File: config.mk
export PLATFORM = sky130hd
export DESIGN_NAME = instr_issue_unit
export DESIGN_NICKNAME = d
export VERILOG_FILES = /design/src/rtl/instr_issue_unit.sv
export SDC_FILE = /design/constraint.sdc
export NUM_CORES = 1
export LEC_CHECK = 0
export BUFFER_PORTS_ARGS = -buffer_cell sky130_fd_sc_hd__buf_2
export CELL_PAD_IN_SITES_DETAIL_PLACEMENT = 1
export CELL_PAD_IN_SITES_GLOBAL_PLACEMENT = 1
export CORE_ASPECT_RATIO = 0.6
export CORE_MARGIN = 4
export CORE_UTILIZATION = 55
export CTS_BUF_LIST = sky130_fd_sc_hd__clkbuf_4
export DETAILED_ROUTE_END_ITERATION = 8
export PLACE_DENSITY = 0.93
export SYNTH_ARGS = -nofsm -noshare
export SYNTH_HDL_FRONTEND = slang
export SYNTH_SLANG_ARGS = --single-unit
export TNS_END_PERCENT = 5
File: constraint.sdc
create_clock -name clk1 -period 3.72 [get_ports clk1]
set_input_delay 0.186 -clock clk1 [delete_from_list [all_inputs] [get_ports clk1]]
set_output_delay 0.186 -clock clk1 [all_outputs]
set_load 0.01 [all_outputs]
File: src/rtl/instr_issue_unit.sv
// Issue stage: loadable instruction memory, PC stepping, field decode and RAW interlock.
// Optional feature macro: HAZARD_STALL_EN enables the rd scoreboard and stall bubbles.
module instr_issue_unit #(
  parameter  int IMEM_DEPTH = 16,
  parameter  int HAZ_DIST   = 2,
  localparam int AW         = $clog2(IMEM_DEPTH)
) (
  input  logic          clk1,
  input  logic          rst_n,
  input  logic          ld_en,
  input  logic [AW-1:0] ld_addr,
  input  logic [21:0]   ld_data,
  input  logic          start,
  input  logic [AW:0]   prog_len,
  output logic          busy,
  output logic          done,
  output logic          iss_valid,
  output logic [3:0]    rs1,
  output logic [3:0]    rs2,
  output logic [3:0]    rd,
  output logic [1:0]    func,
  output logic [7:0]    addr,
  output logic [AW-1:0] pc,
  output logic [15:0]   stall_cnt
);

  typedef enum logic [1:0] {S_IDLE, S_RUN, S_DRAIN, S_DONE} state_t;

  state_t        state, state_nxt;
  logic [21:0]   imem [IMEM_DEPTH];
  logic [21:0]   cur_word;
  logic [AW:0]   len_q;
  logic [AW:0]   len_in;
  logic [1:0]    drain_cnt;
  logic          hazard;
  logic          issue;
  logic          last;

  // NOTE: instruction storage has no reset; contents survive rst_n and map to plain RAM.
  always_ff @(posedge clk1) begin
    if (state == S_IDLE && ld_en) imem[ld_addr] <= ld_data;
  end

  assign cur_word = imem[pc];
  assign len_in   = (prog_len > (AW+1)'(IMEM_DEPTH)) ? (AW+1)'(IMEM_DEPTH) : prog_len;
  assign issue    = (state == S_RUN) && !hazard;
  assign last     = issue && (((AW+1)'(pc) + 1'b1) == len_q);
  assign busy     = (state == S_RUN) || (state == S_DRAIN);
  assign done     = (state == S_DONE);

  always_ff @(posedge clk1 or negedge rst_n) begin
    if (!rst_n) state <= S_IDLE;
    else        state <= state_nxt;
  end

  // NOTE: next state gets a default before the case so no path leaves it unassigned (no latch).
  always_comb begin
    state_nxt = state;
    case (state)
      S_IDLE:  if (start) state_nxt = (prog_len == '0) ? S_DONE : S_RUN;
      S_RUN:   if (last) state_nxt = S_DRAIN;
      S_DRAIN: if (drain_cnt == 2'(HAZ_DIST)) state_nxt = S_DONE;
      S_DONE:  state_nxt = S_IDLE;
      default: state_nxt = S_IDLE;
    endcase
  end

  // NOTE: all clocked state uses non-blocking assignment so every register samples pre-edge values.
  always_ff @(posedge clk1 or negedge rst_n) begin
    if (!rst_n) begin
      iss_valid <= 1'b0;
      pc        <= '0;
      len_q     <= '0;
      drain_cnt <= '0;
      func      <= '0;
      rd        <= '0;
      rs1       <= '0;
      rs2       <= '0;
      addr      <= '0;
    end else begin
      iss_valid <= issue;
      if (issue) begin
        func <= cur_word[21:20];
        rd   <= cur_word[19:16];
        rs1  <= cur_word[15:12];
        rs2  <= cur_word[11:8];
        addr <= cur_word[7:0];
        pc   <= pc + 1'b1;
      end
      case (state)
        S_IDLE: if (start && prog_len != '0) begin
          pc    <= '0;
          len_q <= len_in;
        end
        S_RUN:   drain_cnt <= '0;
        S_DRAIN: drain_cnt <= drain_cnt + 2'd1;
        S_DONE:  pc <= '0;
        default: ;
      endcase
    end
  end

`ifdef HAZARD_STALL_EN
  // Slot 0 holds the most recent issue slot, slot HAZ_DIST-1 the oldest still interlocking.
  logic [3:0]          sb_rd [HAZ_DIST];
  logic [HAZ_DIST-1:0] sb_v;

  always_comb begin
    hazard = 1'b0;
    for (int i = 0; i < HAZ_DIST; i++) begin
      if (sb_v[i] && (cur_word[15:12] == sb_rd[i] || cur_word[11:8] == sb_rd[i])) hazard = 1'b1;
    end
  end

  always_ff @(posedge clk1 or negedge rst_n) begin
    if (!rst_n) begin
      sb_v      <= '0;
      stall_cnt <= '0;
      for (int i = 0; i < HAZ_DIST; i++) sb_rd[i] <= '0;
    end else if (state == S_IDLE) begin
      if (start && prog_len != '0) begin
        sb_v      <= '0;
        stall_cnt <= '0;
      end
    end else if (busy) begin
      for (int i = HAZ_DIST - 1; i > 0; i--) begin
        sb_v[i]  <= sb_v[i-1];
        sb_rd[i] <= sb_rd[i-1];
      end
      sb_v[0]  <= issue;
      sb_rd[0] <= cur_word[19:16];
      if (state == S_RUN && hazard && stall_cnt != 16'hFFFF) stall_cnt <= stall_cnt + 16'd1;
    end
  end
`else
  assign hazard    = 1'b0;
  assign stall_cnt = '0;
`endif

endmodule

# [Yosys cells after proc, flatten, opt, wreduce, memory -nomap -nowiden]
# Memories as Yosys holds them, arrays and structs flattened. A register that Yosys moved wholly into a read port is not among the register bits.
# Cells that the tools add are included.
[totals] ff_bits=14 ramBits=352 in_bits=35 out_inout_bits=45 mem_count=1
[memory_table] name="imem" words=16 word_bits=22 rd=1 rd_ports_with_merged_regs=1 wr=1 line_no="30" source="logic [21:0] imem [IMEM_DEPTH];"
[op_classes] add_sub_neg=3 n_lt_le_gt_ge=1 eq_ne=8 mux=12 n_reduce_logical=11
[op_table] operator="$mux 2" count=4
[op_table] operator="$mux 4" count=2
[op_table] operator="$pmux 2 s4" count=1
[op_table] operator="$pmux 4 s2" count=1
[op_table] operator="$eq 2x2->1 const B" count=3
[op_table] operator="$add 4x1->5 const B" count=1
[op_table] operator="$eq 5x5->1" count=1
[op_table] operator="$gt 5x5->1 const B" count=1
[op_table] operator="$logic_not 5->1" count=1
[op_table] operator="$mux 5" count=1
[op_table] operator="$reduce_bool 5->1" count=1
[op_table] operator="$add 4x1->4 const B" count=1
[op_table] operator="$ne 2x1->1 const B" count=2
[op_table] operator="$pmux 2 s2" count=1
[op_table] operator="$logic_and 1x1->1" count=3
[op_table] operator="$reduce_and 3->1" count=1
[op_table] operator="$add 2x1->2 const B" count=1
[op_table] operator="$eq 2x1->1 const B" count=1
[op_table] operator="$logic_not 2->1" count=1
[op_table] operator="$mux 1" count=2
[op_table] operator="$ne 2x2->1 const B" count=1
[op_table] operator="$reduce_and 2->1" count=1
[op_table] operator="$reduce_bool 2->1" count=1
[op_table] operator="$logic_not 1->1" count=1
[op_table] operator="$logic_or 1x1->1" count=1

# [Logic depth before layout (Yosys ltp)]
[depth] word_depth=5 mapped_depth=8

# [Worst setup path before layout]
# Ideal clock, no wire load.
[synth_path] kind="reg2reg" start="reg state[0]" end="mem imem[0][0], enable pin" setup_time_ns=0.429 arrival_ns=2.866 required_ns=3.291 path_slack_ns=0.425 path_stages_with_launch=7 synth_period_minus_slack_ns=3.295 path_cell_list="dfrtp_1 inv_1 ha_1 clkbuf_1 nand2_1 or3_1 nor3_1"
[synth_between] elab_chain_cells=4
[synth_rtl] element="start: declaration" line_no="29" source="state_t state, state_nxt;"
[synth_rtl] element="start signal: assignment" line_no="53" source="else state <= state_nxt;"
[synth_rtl] element="$logic_not 2->1" line_no="41" source="if (state == S_IDLE && ld_en) imem[ld_addr] <= ld_data;"
[synth_rtl] element="$logic_and 1x1->1" line_no="41"
[synth_rtl] element="$mux 1" line_no="41"
[synth_rtl] element="$mux 1 (implied by the code)" line_no="41"
[synth_rtl] element="end: declaration" line_no="30"
# No other way between the ends.

# [Worst setup path after layout]
[layout_path] start="reg state[0]" end="mem imem[4][20], enable pin"
# Same word-level chain as after synthesis.

==> impl_metrics.yaml <==
run_status:
  status: "complete, no violations"
grt:
  grt_use_met2: 0.4430
  grt.overflow.total: 0
  antenna_found_initial: 1
  grt_pass1_vias: 9183
  grt_use_total: 0.2673
  busiest_layer: "met2"
  grt_use_met1: 0.3543
  grt_max_degree: 75
  grtUsageMet3: 0.06924
  grt_first_pass_wirelength_mm: 59.27
clock_tree:
  clock-root-buffer: "clkbuf_4"
  clkTransAtPathRegs_ns: 0.07
  post_cts.resized_instances: 0
  cts-htree-levels: 3
  tritoncts: "done"
  cts_buffers: 89
  cts_sinks: 388
  cts_buffer_depth: 3
  clock_insertion_delay_worst_skew_ns: 0.79
timing:
  layout_setup_ws_ns: 0.7139
  period_needed_ns: 3.006
  finalCritPeriodShare: 0.8081
  holdWs_ns: 0.08116
  setup_viol: 0
  fin_skew_ns: 0.03299
  fin_tns_setup_ns: 0
  tightestPinTransition_ns: 1.184
  slew_headroom: 0.2107
  max_freq_mhz: 332.7
  hold_violations: 0
  finalMaxSlewViolations: 0
  rsz0062_at_grt: "false"
synthesis:
  synth_ff_type: "edfxtp_1"
  synth_async_sr_flop_share: 0.09278
  yosys_register_bits: 388
  seq_area_frac_synth: 0.7557
  syn_area_um2: 15180
  yosysWarnings: 0
  synth_edf_count: 352
  synth.distinct_cells: 36
  syn_inst: 801
  avgSynthCellArea_um2: 18.95
placed_design:
  dp_hpwl_mm: 22.56
  placed_area_um2: 16060
  gp_congestion: 0.7591
  dp_cells: 1216
  port_buffers: 63
  post-place-ws_ns: 0.9834
power:
  leakage_nw: 6.003
  power_per_cell_area_nw_per_um2: 630.2
  irDropWorstVdd_uv: 404.5
floorplan:
  rows: 46
  pin_count: 80
  die_h_um: 136.7
  die_area_um2: 30410
  dieWidth_um: 222.5
  start_util: 0.5672
  coreArea_um2: 26760
worst_setup_path:
  path_cells: "inv_1 -> ha_1 -> nand2_1 -> nor2_1 -> nand2_1 -> nor3_2 -> dlygate4sd3_1"
  slowest_delay_ns: 0.88
  endpoint_kind: "flop"
  arrival_ns: 3.44
  cp_slowest_cell: "dlygate4sd3_1"
  crit_top_cell: "nand2_1"
  crit_buf_inv: 2
  cp_max_fo: 8
  critPathKind: "flop to flop"
  crit_family: "buffers and inverters"
  startpoint_type: "flop"
  required_ns: 4.15
routing:
  drt_wl_total_mm: 39.18
  drt_iter0_markers: 723
  num_vias: 8437
  wl_per_cell_um: 27.59
  firstDrtPassIters: 5
  vias_per_cell: 5.942
  postRouteAntennaNets: 0
  drc: 0
layout:
  fillerInstances: 2342
  final_cell_mix: "edfxtp_1 (352), clkbuf_4 (135), mux2i_1 (114), buf_2 (63)"
  final_cells: 1420
  finalInstanceArea_um2: 17630
  mostFrequentLayoutCell: "edfxtp_1"
  nets: 1026
  area_delta_synth_final_pct: 16.12
  drive_gt1_frac: 0.3062
worst_hold_path:
  hold_class: "input port to flop"
job:
  maxCapViolCount: 0
[state kept, by name, indices dropped and copies added (netlist names)]
register   count
addr           8
drain_cnt      2
func           2
imem         352
iss_valid      1
len_q          5
pc             4
rd             4
rs1            4
rs2            4
state          2
[per-stage QoR]
stage,total power [mW],utilization
floorplan,6.851,-
global placement,7.463,0.6001
detailed placement,7.610,0.6001
CTS,11.15,0.6584
global route,11.66,0.6586
finish,11.11,0.6586
[logic make-up (layout without fill, tap and decap cells)]
group                    Yosys count  after routing  share of synthesized area
buffers and inverters             62            304                    0.02193
adder cells (fa/ha/maj)            6              6                   0.004945
AO/OA/AOI/OAI                     77             77                    0.03042
AND/OR/NAND/NOR                   77             77                    0.02407
multiplexers                     181            181                     0.1575
other                              1             18                  0.0002470
flip-flops                       388            388                     0.7557
XOR/XNOR                           9              9                   0.005193
[cells in the mapped netlist (8+ instances only)]
cell type / n / area share
nor3_1: 27 / 0.0089
o22ai_1: 44 / 0.018
nand2_1: 13 / 0.0032
a21oi_1: 23 / 0.0076
buf_2: 20 / 0.0066
mux2_2: 22 / 0.016
edfxtp_1: 352 / 0.70
buf_4: 18 / 0.0089
mux4_2: 44 / 0.065
mux2i_1: 114 / 0.075
clkbuf_1: 15 / 0.0037
nor2_1: 20 / 0.0049
dfrtp_1: 36 / 0.059
nand2b_1: 8 / 0.0033
[metal layers]
metal / wire, µm / up-vias / part of all wire
met5: 0 / - / 0
met4: 1087 / 0 / 0.028
met3: 2728 / 88 / 0.070
met2: 19230 / 361 / 0.49
met1: 16140 / 4390 / 0.41
li1: - / 3598 / -
[layout make-up]
class	instances	area (µm²)	area share
clock inverter	29	166.4	0.009441
tap	360	450.4	0.02555
antenna	2	5.005	0.0002839
inverter	6	22.52	0.001278
multi-input combinational	366	3485	0.1977
clock buffer	135	1013	0.05750
timing repair buffer	134	1006	0.05707
sequential	388	11480	0.6512
[worst min-delay path, cell delays in order]
cell	delay [ns]
buf_2	0.13
nor2_1	0.09
nand2_1	0.10
mux2i_1	0.15
mux2_1	0.15
[timing repair]
action	4_1_cts	5_1_grt
hold endpoints to repair	416	0
hold buffers	38	0
buffers inserted	0	0
[worst paths after layout]
path	startpoint	to	slack [ns]	depth (start not counted)
setup reg to reg	state[0]$_DFFE_PN0P_	imem[4][20]$_DFFE_PP_	0.71	7
hold reg to reg	drain_cnt[1]$_DFFE_PN0P_	drain_cnt[1]$_DFFE_PN0P_	0.50	1
max in group asynchronous	rst_n	pc[0]$_DFF_PN0_	2.67	2
min in group asynchronous	rst_n	rs1[0]$_DFFE_PN0P_	0.20	2
setup / recovery	state[0]$_DFFE_PN0P_	imem[4][20]$_DFFE_PP_	0.71	7
hold / removal	prog_len[4]	state[1]$_DFFE_PN0P_	0.08	5
[power breakdown]
part           internal [mW]  switching (mW)
Combinational           1.09            1.29
Sequential              5.01           0.205
Clock                   1.80            1.71
Total                   7.90            3.21
Note: power is estimated with default switching activity, not from simulation.
